## src/rtl/bcd_converter_seq.sv

```systemverilog
// bcd_converter_seq -- iterative binary-to-BCD converter (shift-add-3).
// One operand bit is consumed per clock through a single bank of DIGITS
// add-3 cells. Input and output use valid/ready handshakes. Results that
// need more than DIGITS decimal digits raise overflow, and bcd_out then
// holds the value modulo 10^DIGITS.
// Optional build macro: SIGNED_BCD_EN treats bin_in as two's complement,
// converts its magnitude and adds the sign_out port.
module bcd_converter_seq #(
    parameter int BIN_W  = 8,
    parameter int DIGITS = 3
) (
    input  logic                  clk,
    input  logic                  rst_n,
    input  logic [BIN_W-1:0]      bin_in,
    input  logic                  in_valid,
    output logic                  in_ready,
    output logic [4*DIGITS-1:0]   bcd_out,
    output logic                  overflow,
    output logic                  out_valid,
    input  logic                  out_ready
`ifdef SIGNED_BCD_EN
    ,
    output logic                  sign_out
`endif
);

    localparam int CNT_W = $clog2(BIN_W + 1);
    localparam int BCD_W = 4 * DIGITS;

    typedef enum logic [1:0] {
        IDLE  = 2'd0,
        SHIFT = 2'd1,
        DONE  = 2'd2
    } state_t;

    // Per-digit add-3 correction. Each digit is adjusted independently and
    // no carry crosses a digit boundary.
    function automatic logic [BCD_W-1:0] add3_all(input logic [BCD_W-1:0] v);
        logic [BCD_W-1:0] r;
        r = v;
        for (int k = 0; k < DIGITS; k++) begin
            if (v[4*k +: 4] >= 4'd5) begin
                r[4*k +: 4] = v[4*k +: 4] + 4'd3;
            end else begin
                r[4*k +: 4] = v[4*k +: 4];
            end
        end
        return r;
    endfunction

    state_t             state_q, state_d;
    logic [BIN_W-1:0]   shift_q, shift_d;
    logic [BCD_W-1:0]   bcd_q,   bcd_d;
    logic [CNT_W-1:0]   cnt_q,   cnt_d;
    logic               ovf_q,   ovf_d;
    logic [BCD_W-1:0]   adj_s;
    logic [BIN_W-1:0]   load_s;
    logic               accept_s;

    assign accept_s = in_valid && (state_q == IDLE);
    assign adj_s    = add3_all(bcd_q);

`ifdef SIGNED_BCD_EN
    logic sign_q, sign_d;

    // Magnitude of the two's-complement operand; the most negative value
    // wraps to itself, which read as unsigned is 2^(BIN_W-1).
    always_comb begin
        if (bin_in[BIN_W-1]) begin
            load_s = ~bin_in + {{(BIN_W-1){1'b0}}, 1'b1};
        end else begin
            load_s = bin_in;
        end
    end
`else
    assign load_s = bin_in;
`endif

    // FSM state register with synchronous active-low reset.
    always_ff @(posedge clk) begin
        if (!rst_n) begin
            state_q <= IDLE;
        end else begin
            state_q <= state_d;
        end
    end

    // FSM next-state logic.
    always_comb begin
        state_d = state_q;
        case (state_q)
            IDLE: begin
                if (in_valid) begin
                    state_d = SHIFT;
                end else begin
                    state_d = IDLE;
                end
            end
            SHIFT: begin
                if (cnt_q == CNT_W'(1)) begin
                    state_d = DONE;
                end else begin
                    state_d = SHIFT;
                end
            end
            DONE: begin
                if (out_ready) begin
                    state_d = IDLE;
                end else begin
                    state_d = DONE;
                end
            end
            default: state_d = IDLE;
        endcase
    end

    // FSM outputs decoded from the state register only.
    always_comb begin
        in_ready  = 1'b0;
        out_valid = 1'b0;
        case (state_q)
            IDLE:    in_ready  = 1'b1;
            SHIFT:   in_ready  = 1'b0;
            DONE:    out_valid = 1'b1;
            default: begin
                in_ready  = 1'b0;
                out_valid = 1'b0;
            end
        endcase
    end

    // Datapath next values: load on accept, one add-3/shift step per SHIFT cycle.
    always_comb begin
        shift_d = shift_q;
        bcd_d   = bcd_q;
        cnt_d   = cnt_q;
        ovf_d   = ovf_q;
`ifdef SIGNED_BCD_EN
        sign_d  = sign_q;
`endif
        case (state_q)
            IDLE: begin
                if (accept_s) begin
                    shift_d = load_s;
                    bcd_d   = {BCD_W{1'b0}};
                    cnt_d   = CNT_W'(BIN_W);
                    ovf_d   = 1'b0;
`ifdef SIGNED_BCD_EN
                    sign_d  = bin_in[BIN_W-1];
`endif
                end else begin
                    shift_d = shift_q;
                end
            end
            SHIFT: begin
                shift_d = {shift_q[BIN_W-2:0], 1'b0};
                bcd_d   = {adj_s[BCD_W-2:0], shift_q[BIN_W-1]};
                ovf_d   = ovf_q | adj_s[BCD_W-1];
                cnt_d   = cnt_q - CNT_W'(1);
            end
            DONE:    bcd_d = bcd_q;
            default: bcd_d = bcd_q;
        endcase
    end

    // Datapath registers; reset clears everything and aborts any conversion.
    always_ff @(posedge clk) begin
        if (!rst_n) begin
            shift_q <= {BIN_W{1'b0}};
            bcd_q   <= {BCD_W{1'b0}};
            cnt_q   <= {CNT_W{1'b0}};
            ovf_q   <= 1'b0;
`ifdef SIGNED_BCD_EN
            sign_q  <= 1'b0;
`endif
        end else begin
            shift_q <= shift_d;
            bcd_q   <= bcd_d;
            cnt_q   <= cnt_d;
            ovf_q   <= ovf_d;
`ifdef SIGNED_BCD_EN
            sign_q  <= sign_d;
`endif
        end
    end

    assign bcd_out  = bcd_q;
    assign overflow = ovf_q;
`ifdef SIGNED_BCD_EN
    assign sign_out = sign_q;
`endif

endmodule

```

## config.mk

```make
export PLATFORM = sky130hd
export DESIGN_NAME = bcd_converter_seq
export DESIGN_NICKNAME = d
export VERILOG_FILES = /design/src/rtl/bcd_converter_seq.sv
export SDC_FILE = /design/constraint.sdc
export NUM_CORES = 1
export LEC_CHECK = 0
export CORE_MARGIN = 2
export CORE_UTILIZATION = 45
export DETAILED_ROUTE_END_ITERATION = 7
export PLACE_DENSITY = 0.81
export RECOVER_POWER = 25
export SETUP_SLACK_MARGIN = 0.5
export SYNTH_ARGS = -nofsm -noshare
export SYNTH_HDL_FRONTEND = slang
export SYNTH_SLANG_ARGS = --single-unit
```

## constraint.sdc

```tcl
create_clock -name clk -period 1.49 [get_ports clk]
set_input_delay 0.2235 -clock clk [delete_from_list [all_inputs] [get_ports clk]]
set_output_delay 0.2235 -clock clk [all_outputs]
set_load 0.01 [all_outputs]
```

==> impl_metrics.tcl, run 1 <==
set metrics [dict create \
    slew_at_the_pin_closest_to_its_max_slew_limit_ns 0.5795 \
    p_seq_share_pct 44.3 \
    detail_route.wirelength_um 6596 \
    worst_path_dominant_cell_family "simple AND/OR/NAND/NOR gates" \
    skew_ns 0.01133 \
    routed-via-count 1656 \
    status "finished, final reports clean" \
    cts-hold-fix-buffers 0 \
    top_achievable_clock_speed_ghz 0.6902 \
    fp.dieH_um 59.98 \
    insertedDiodeCount 0 \
    finalSetupViolCount 0 \
    clkTransAtPathRegs_ns 0.17 \
    post_synth_instance_area_mm2 0.001410 \
    worst_slack_ns 0.04125 \
    timing_max_transition_violations_final 0 \
    cp_max_fo 3 \
    postSynth.topFlopCell "sky130_fd_sc_hd__dfxtp_1" \
    synth-async-reset-ratio_pct 0 \
    setup.worst_path.start "bcd_out[0]" \
    syn_avg_cell_area_um2 8.982 \
    synth.distinct_cells 36 \
    hold_start "shift_q[6]" \
    grt_pass1_vias 1649 \
    drt_pass1_iterations 4 \
    gr-total-overflow 0 \
    routedWlPerCell_um 23.90 \
    final_layout_size_suffix_gt1_share_pct 63.36 \
    cts_htree_levels 1 \
    ys.warnings.count 0 \
    clock_power_share_pct 20.4 \
    worstPathArrival_ns 1.76 \
    tritoncts "built" \
    post_synth_edffs 0 \
    most_used_cells_in_the_layout_excluding_fill_and_tap_cells "34 x sky130_fd_sc_hd__buf_6, 23 x sky130_fd_sc_hd__buf_4, 19 x sky130_fd_sc_hd__dfxtp_1" \
    synth_sequential_area_ratio_pct 38.33 \
    initial_antenna_violation_count 0 \
    clockBufferDepth 2 \
    power_report.internal_total_uw 1178 \
    ir_worst_vdd_uv 770.9 \
    fin_crit_ns 1.449 \
    crit-reg2reg-launch "bcd_out[0]" \
    leakagePower_uw 0.001062 \
    cts_num_sinks 27 \
    chipWidth_um 59.98 \
    critPathLaunchType "flip-flop" \
    num_ports 27 \
    max_stage_delay_ns 0.45 \
    port-buffer-count 26 \
    ant_nets_after_route 0 \
    fin_cells 276 \
    chain_of_cells_forming_the_critical_path "buf_6, inv_4, ha_4, nand2b_4, or4b_1, a21boi_1" \
    slew_headroom_pct 61.07 \
    most_frequent_standard_cell_in_the_layout_excluding_fill_and_tap_cells "sky130_fd_sc_hd__buf_6" \
    finalWeightedCongestion 0.8092 \
    final_net_count 253 \
    number_of_register_bits_inferred_by_synthesis 27 \
    detailedPlace.worstSlack_ns -0.1014 \
    criticalPathCategory "reg -> reg" \
    detailedRoute.firstIterationViolations 105 \
    finalHoldViolations 0 \
    max_cap_violations 0 \
    net-switching-power_uw 600.5 \
    initial_core_util_pct 46.57 \
    maximum_number_of_pins_on_one_net_before_global_route_repair 35 \
    timing.critical_path.required_ns 1.80 \
    hpwl_um 2321 \
    period_share_pct 97.23 \
    worstSkewPairLatency_ns 0.37 \
    combinationalPowerShare_pct 35.3 \
    coreArea_mm2 0.003028 \
    hold_path.class "reg -> reg" \
    wire_length_of_the_first_global_routing_pass_um 8107 \
    areaGrowthSynthToFinish_pct 96.01 \
    postSynthCellCount 157 \
    dieArea_mm2 0.003598 \
    worst_setup_path_end_kind "flip-flop" \
    remaining_drc_errors 0 \
    cts_root_buf "sky130_fd_sc_hd__clkbuf_4" \
    power_density_over_the_cells_mw_per_mm2 643.4 \
    unrepaired_setup_endpoints_after_global_routing "yes" \
    critPathBufInv 2 \
    mappedNetlistNets 177 \
    timing.critical_path.slowest_stage_cell "sky130_fd_sc_hd__or4b_1" \
    holdWs_ns 0.5041 \
    swShare_pct 33.76 \
    rows 20 \
    tritoncts.num_buffers 3 \
    globalRouteTotalUtil_pct 30.90 \
    placed_cells 222 \
    vias_per_cell 6.000 \
]
[power groups by stage]
| stage | Combinational, uW | Sequential (uW) | Clock [uW] |
|---|---|---|---|
| 2_1_floorplan | 205 | 784 | 0 |
| 3_3_place_gp | 276 | 787 | 0 |
| 3_5_place_dp | 288 | 790 | 0 |
| 4_1_cts | 507 | 762 | 343 |
| 5_1_grt | 647 | 791 | 384 |
| 6_report | 628 | 788 | 362 |
[layout make-up]
type	count	area (um2)
well taps	44	55.05
fillers	116	264.0
clock buffers	3	22.52
clock inverters	1	5.005
repair buffers	81	920.9
multi-input cells	112	1147
flip-flops and latches	27	568.0
inverters	8	45.04
[per-layer routing]
metal,global-route usage (%),vias up,part of all wire [%]
li1,-,719,-
met4,16.19,0,6.0
met1,34.98,803,38
met3,4.329,33,4.8
met5,0,-,0
met2,55.43,101,51
[logic make-up after synthesis]
logic type,Yosys count,synth area share [%]
simple gates,53,21.47
compound gates,47,23.25
flops,27,38.33
buf+inv,18,6.832
fa+ha+maj,8,7.099
mux,3,2.396
xor+xnor,1,0.6212
[Yosys cell counts, types with 4 or more instances]
master	instances	area share, %
sky130_fd_sc_hd__dfxtp_1	27	38
sky130_fd_sc_hd__nor2b_1	6	2.7
sky130_fd_sc_hd__nand3_1	13	4.6
sky130_fd_sc_hd__nand2b_1	4	1.8
sky130_fd_sc_hd__inv_1	8	2.1
sky130_fd_sc_hd__clkbuf_1	4	1.1
sky130_fd_sc_hd__a21boi_1	12	6.4
sky130_fd_sc_hd__nor3_1	4	1.4
sky130_fd_sc_hd__a21oi_1	7	2.5
sky130_fd_sc_hd__nand2_1	11	2.9
sky130_fd_sc_hd__ha_1	8	7.1
sky130_fd_sc_hd__a22oi_1	8	4.3
sky130_fd_sc_hd__o21ai_1	7	2.5
[what timing repair did]
| action | CTS | global route |
|---|---|---|
| gates cloned | 4 | 0 |
| hold endpoints to repair | 0 | 0 |
| endpoints found under the setup margin | 42 | 42 |
| pin swaps | 37 | 20 |
| buffers inserted | 38 | 8 |
| resized for setup | 135 | 40 |
[flip-flops by register name (all words and copies together), names as in the netlist]
signal    cells
bcd_out      12
shift_q       8
cnt_q         4
state_q       2
overflow      1
[stage by stage]
| step | util [%] | area (um2) | setup TNS (ns) | total power [uW] |
|---|---|---|---|---|
| 2_1_floorplan | - | 1568 | 0 | 988.8 |
| 3_3_place_gp | 62.07 | 1879 | 0 | 1062 |
| 3_5_place_dp | 62.07 | 1879 | -0.2986 | 1079 |
| 4_1_cts | 85.45 | 2587 | 0 | 1612 |
| 5_1_grt | 91.28 | 2764 | 0 | 1821 |
| 6_report | 91.28 | 2764 | 0 | 1778 |
[worst paths after layout]
path,cells after the start,slack (ns),to
hold / removal,2,0.50,shift_q[6]
hold reg to reg,2,0.50,shift_q[6]
setup reg to reg,6,0.04,bcd_out[4]
setup / recovery,6,0.04,bcd_out[4]
[worst reg2reg max path, cell delays in order, from the launching register on]
cell and delay, ns:
sky130_fd_sc_hd__dfxtp_4 0.40, sky130_fd_sc_hd__buf_6 0.10, sky130_fd_sc_hd__inv_4 0.04, sky130_fd_sc_hd__ha_4 0.17, sky130_fd_sc_hd__nand2b_4 0.08, sky130_fd_sc_hd__or4b_1 0.45, sky130_fd_sc_hd__a21boi_1 0.15
Power figures use the tool's default switching activity.
==> inputs of run 2 (changes only) <==
- ABC_CLOCK_PERIOD_IN_PS: unset -> 1490
==> results of run 2 <==
Same layout as run 1: the final DEF is identical, and so are final timing and power.
==> inputs of run 3 (changes only) <==
- CTS_BUF_LIST: unset -> sky130_fd_sc_hd__clkbuf_16
==> impl_metrics.tcl, run 3 (synthesized netlist as in run 1, its figures left out) <==
set metrics [dict create \
    largest_reg_flops 12 \
    drt_pass1_iterations 4 \
    detailedRoute.firstIterationViolations 81 \
    period_share_pct 96.32 \
    final_net_count 247 \
    insertedDiodeCount 0 \
    worstPathArrival_ns 1.64 \
    timing_max_transition_violations_final 0 \
    fin_crit_ns 1.435 \
    ant_nets_after_route 0 \
    routedWlPerCell_um 20.69 \
    hpwl_um 2321 \
    most_used_cells_in_the_layout_excluding_fill_and_tap_cells "27 x sky130_fd_sc_hd__buf_6, 20 x sky130_fd_sc_hd__buf_4, 18 x sky130_fd_sc_hd__dfxtp_1" \
    power_density_over_the_cells_mw_per_mm2 745.9 \
    slew_headroom_pct 74.54 \
    cts_num_sinks 27 \
    rows 20 \
    detail_route.wirelength_um 5586 \
    fp.dieH_um 59.98 \
    skew_ns 0.001444 \
    placed_cells 222 \
    criticalPathCategory "reg -> reg" \
    clockBufferDepth 2 \
    hold_path.class "reg -> reg" \
    finalSetupViolCount 0 \
    dieArea_mm2 0.003598 \
    maximum_number_of_pins_on_one_net_before_global_route_repair 35 \
    remaining_drc_errors 0 \
    worstSkewPairLatency_ns 0.27 \
    cp_max_fo 5 \
    unrepaired_setup_endpoints_after_global_routing "yes" \
    vias_per_cell 5.948 \
    initial_antenna_violation_count 0 \
    areaGrowthSynthToFinish_pct 91.57 \
    port-buffer-count 26 \
    slew_at_the_pin_closest_to_its_max_slew_limit_ns 0.3789 \
    coreArea_mm2 0.003028 \
    finalHoldViolations 0 \
    worst_setup_path_end_kind "flip-flop" \
    final_layout_size_suffix_gt1_share_pct 61.06 \
    finalWeightedCongestion 0.8092 \
    tritoncts.num_buffers 3 \
    timing.reg2reg.worst_path_depth 6 \
    whs_path_depth 2 \
    critPathLaunchType "flip-flop" \
    gr-total-overflow 0 \
    initial_core_util_pct 46.57 \
    leakagePower_uw 0.001012 \
    routed-via-count 1606 \
    timing.critical_path.required_ns 1.69 \
    num_ports 27 \
    fin_cells 270 \
    cts_htree_levels 1 \
    top_achievable_clock_speed_ghz 0.6968 \
    max_cap_violations 0 \
    cts_root_buf "sky130_fd_sc_hd__clkbuf_16" \
    chipWidth_um 59.98 \
    grt_pass1_vias 1632 \
    tritoncts "built" \
    globalRouteTotalUtil_pct 30.59 \
    most_frequent_standard_cell_in_the_layout_excluding_fill_and_tap_cells "sky130_fd_sc_hd__buf_6" \
    status "finished, final reports clean" \
    wire_length_of_the_first_global_routing_pass_um 8142 \
    clkTransAtPathRegs_ns 0.07 \
    totalNegativeSetupSlack_ns 0 \
    ir_worst_vdd_uv 964.4 \
]
-- run 3: changes by cell type in the layout (fill, tap and decap cells not counted), sizes merged --
| cell | previous run | this run |
|---|---|---|
| dlygate4sd2 | 0 | 1 |
| clkdlybuf4s50 | 11 | 10 |
| clkbuf | 3 | 5 |
| buf | 70 | 59 |
| nor2 | 4 | 7 |
-- run 3: report_power, final --
| group | internal, uW | switching [uW] | leakage (uW) | total, uW |
|---|---|---|---|---|
| combinational | 313 | 281 | 0.000745 | 595 |
| clock | 364 | 275 | 0.0000409 | 639 |
| sequential | 746 | 35.6 | 0.000226 | 782 |
| total | 1420 | 592 | 0.00101 | 2010 |
-- run 3: worst paths after layout --
check	startpoint	endpoint	slack, ns
worst max-delay path	bcd_out[8]	bcd_out[10]	0.05
worst min-delay path	shift_q[1]	shift_q[1]	0.48
worst max register to register	bcd_out[8]	bcd_out[10]	0.05
worst min register to register	shift_q[1]	shift_q[1]	0.48
-- run 3: metrics by stage --
step / power, uW / hold WS (ns) / util (%) / area, um2 / setup slack [ns]
floorplan: 988.8 / 0.4118 / - / 1568 / 0.1813
global route: 2076 / 0.4918 / 89.21 / 2701 / 0.02871
detailed placement: 1079 / 0.4607 / 62.07 / 1879 / -0.1014
global placement: 1062 / 0.4494 / 62.07 / 1879 / 0.01095
finish: 2015 / 0.4773 / 89.21 / 2701 / 0.05486
CTS: 1892 / 0.4641 / 83.55 / 2530 / 0.1395
-- run 3: area by class of cell --
class	count	area [um2]
well taps	44	55.05
clock buffers	3	75.07
clock inverters	1	5.005
inverters	8	42.54
flip-flops and latches	27	569.3
fillers	117	326.6
repair buffers	72	797.0
multi-input cells	115	1157
-- run 3: layer usage --
layer | up-vias | wire length [um] | global-route usage (%)
met5 | - | 0 | 0
met4 | 0 | 215 | 13.33
met1 | 781 | 2149 | 35.51
met3 | 26 | 306 | 3.030
li1 | 713 | - | -
met2 | 86 | 2915 | 56.06
-- run 3: critical path, stage by stage, from the launching register on --
cell,delay (ns)
sky130_fd_sc_hd__dfxtp_1,0.40
sky130_fd_sc_hd__inv_4,0.12
sky130_fd_sc_hd__ha_4,0.17
sky130_fd_sc_hd__nand2b_4,0.06
sky130_fd_sc_hd__a21oi_4,0.17
sky130_fd_sc_hd__mux2_4,0.33
sky130_fd_sc_hd__o21ai_2,0.12
-- run 3: repair_timing --
| item | CTS | global route |
|---|---|---|
| setup buffers | 31 | 6 |
| cloned | 7 | 0 |
| gates resized for setup | 119 | 38 |
| hold buffers | 0 | 0 |
| hold endpoints to repair | 0 | 0 |
| pin swaps | 23 | 23 |
| endpoints found under the setup margin | 42 | 40 |
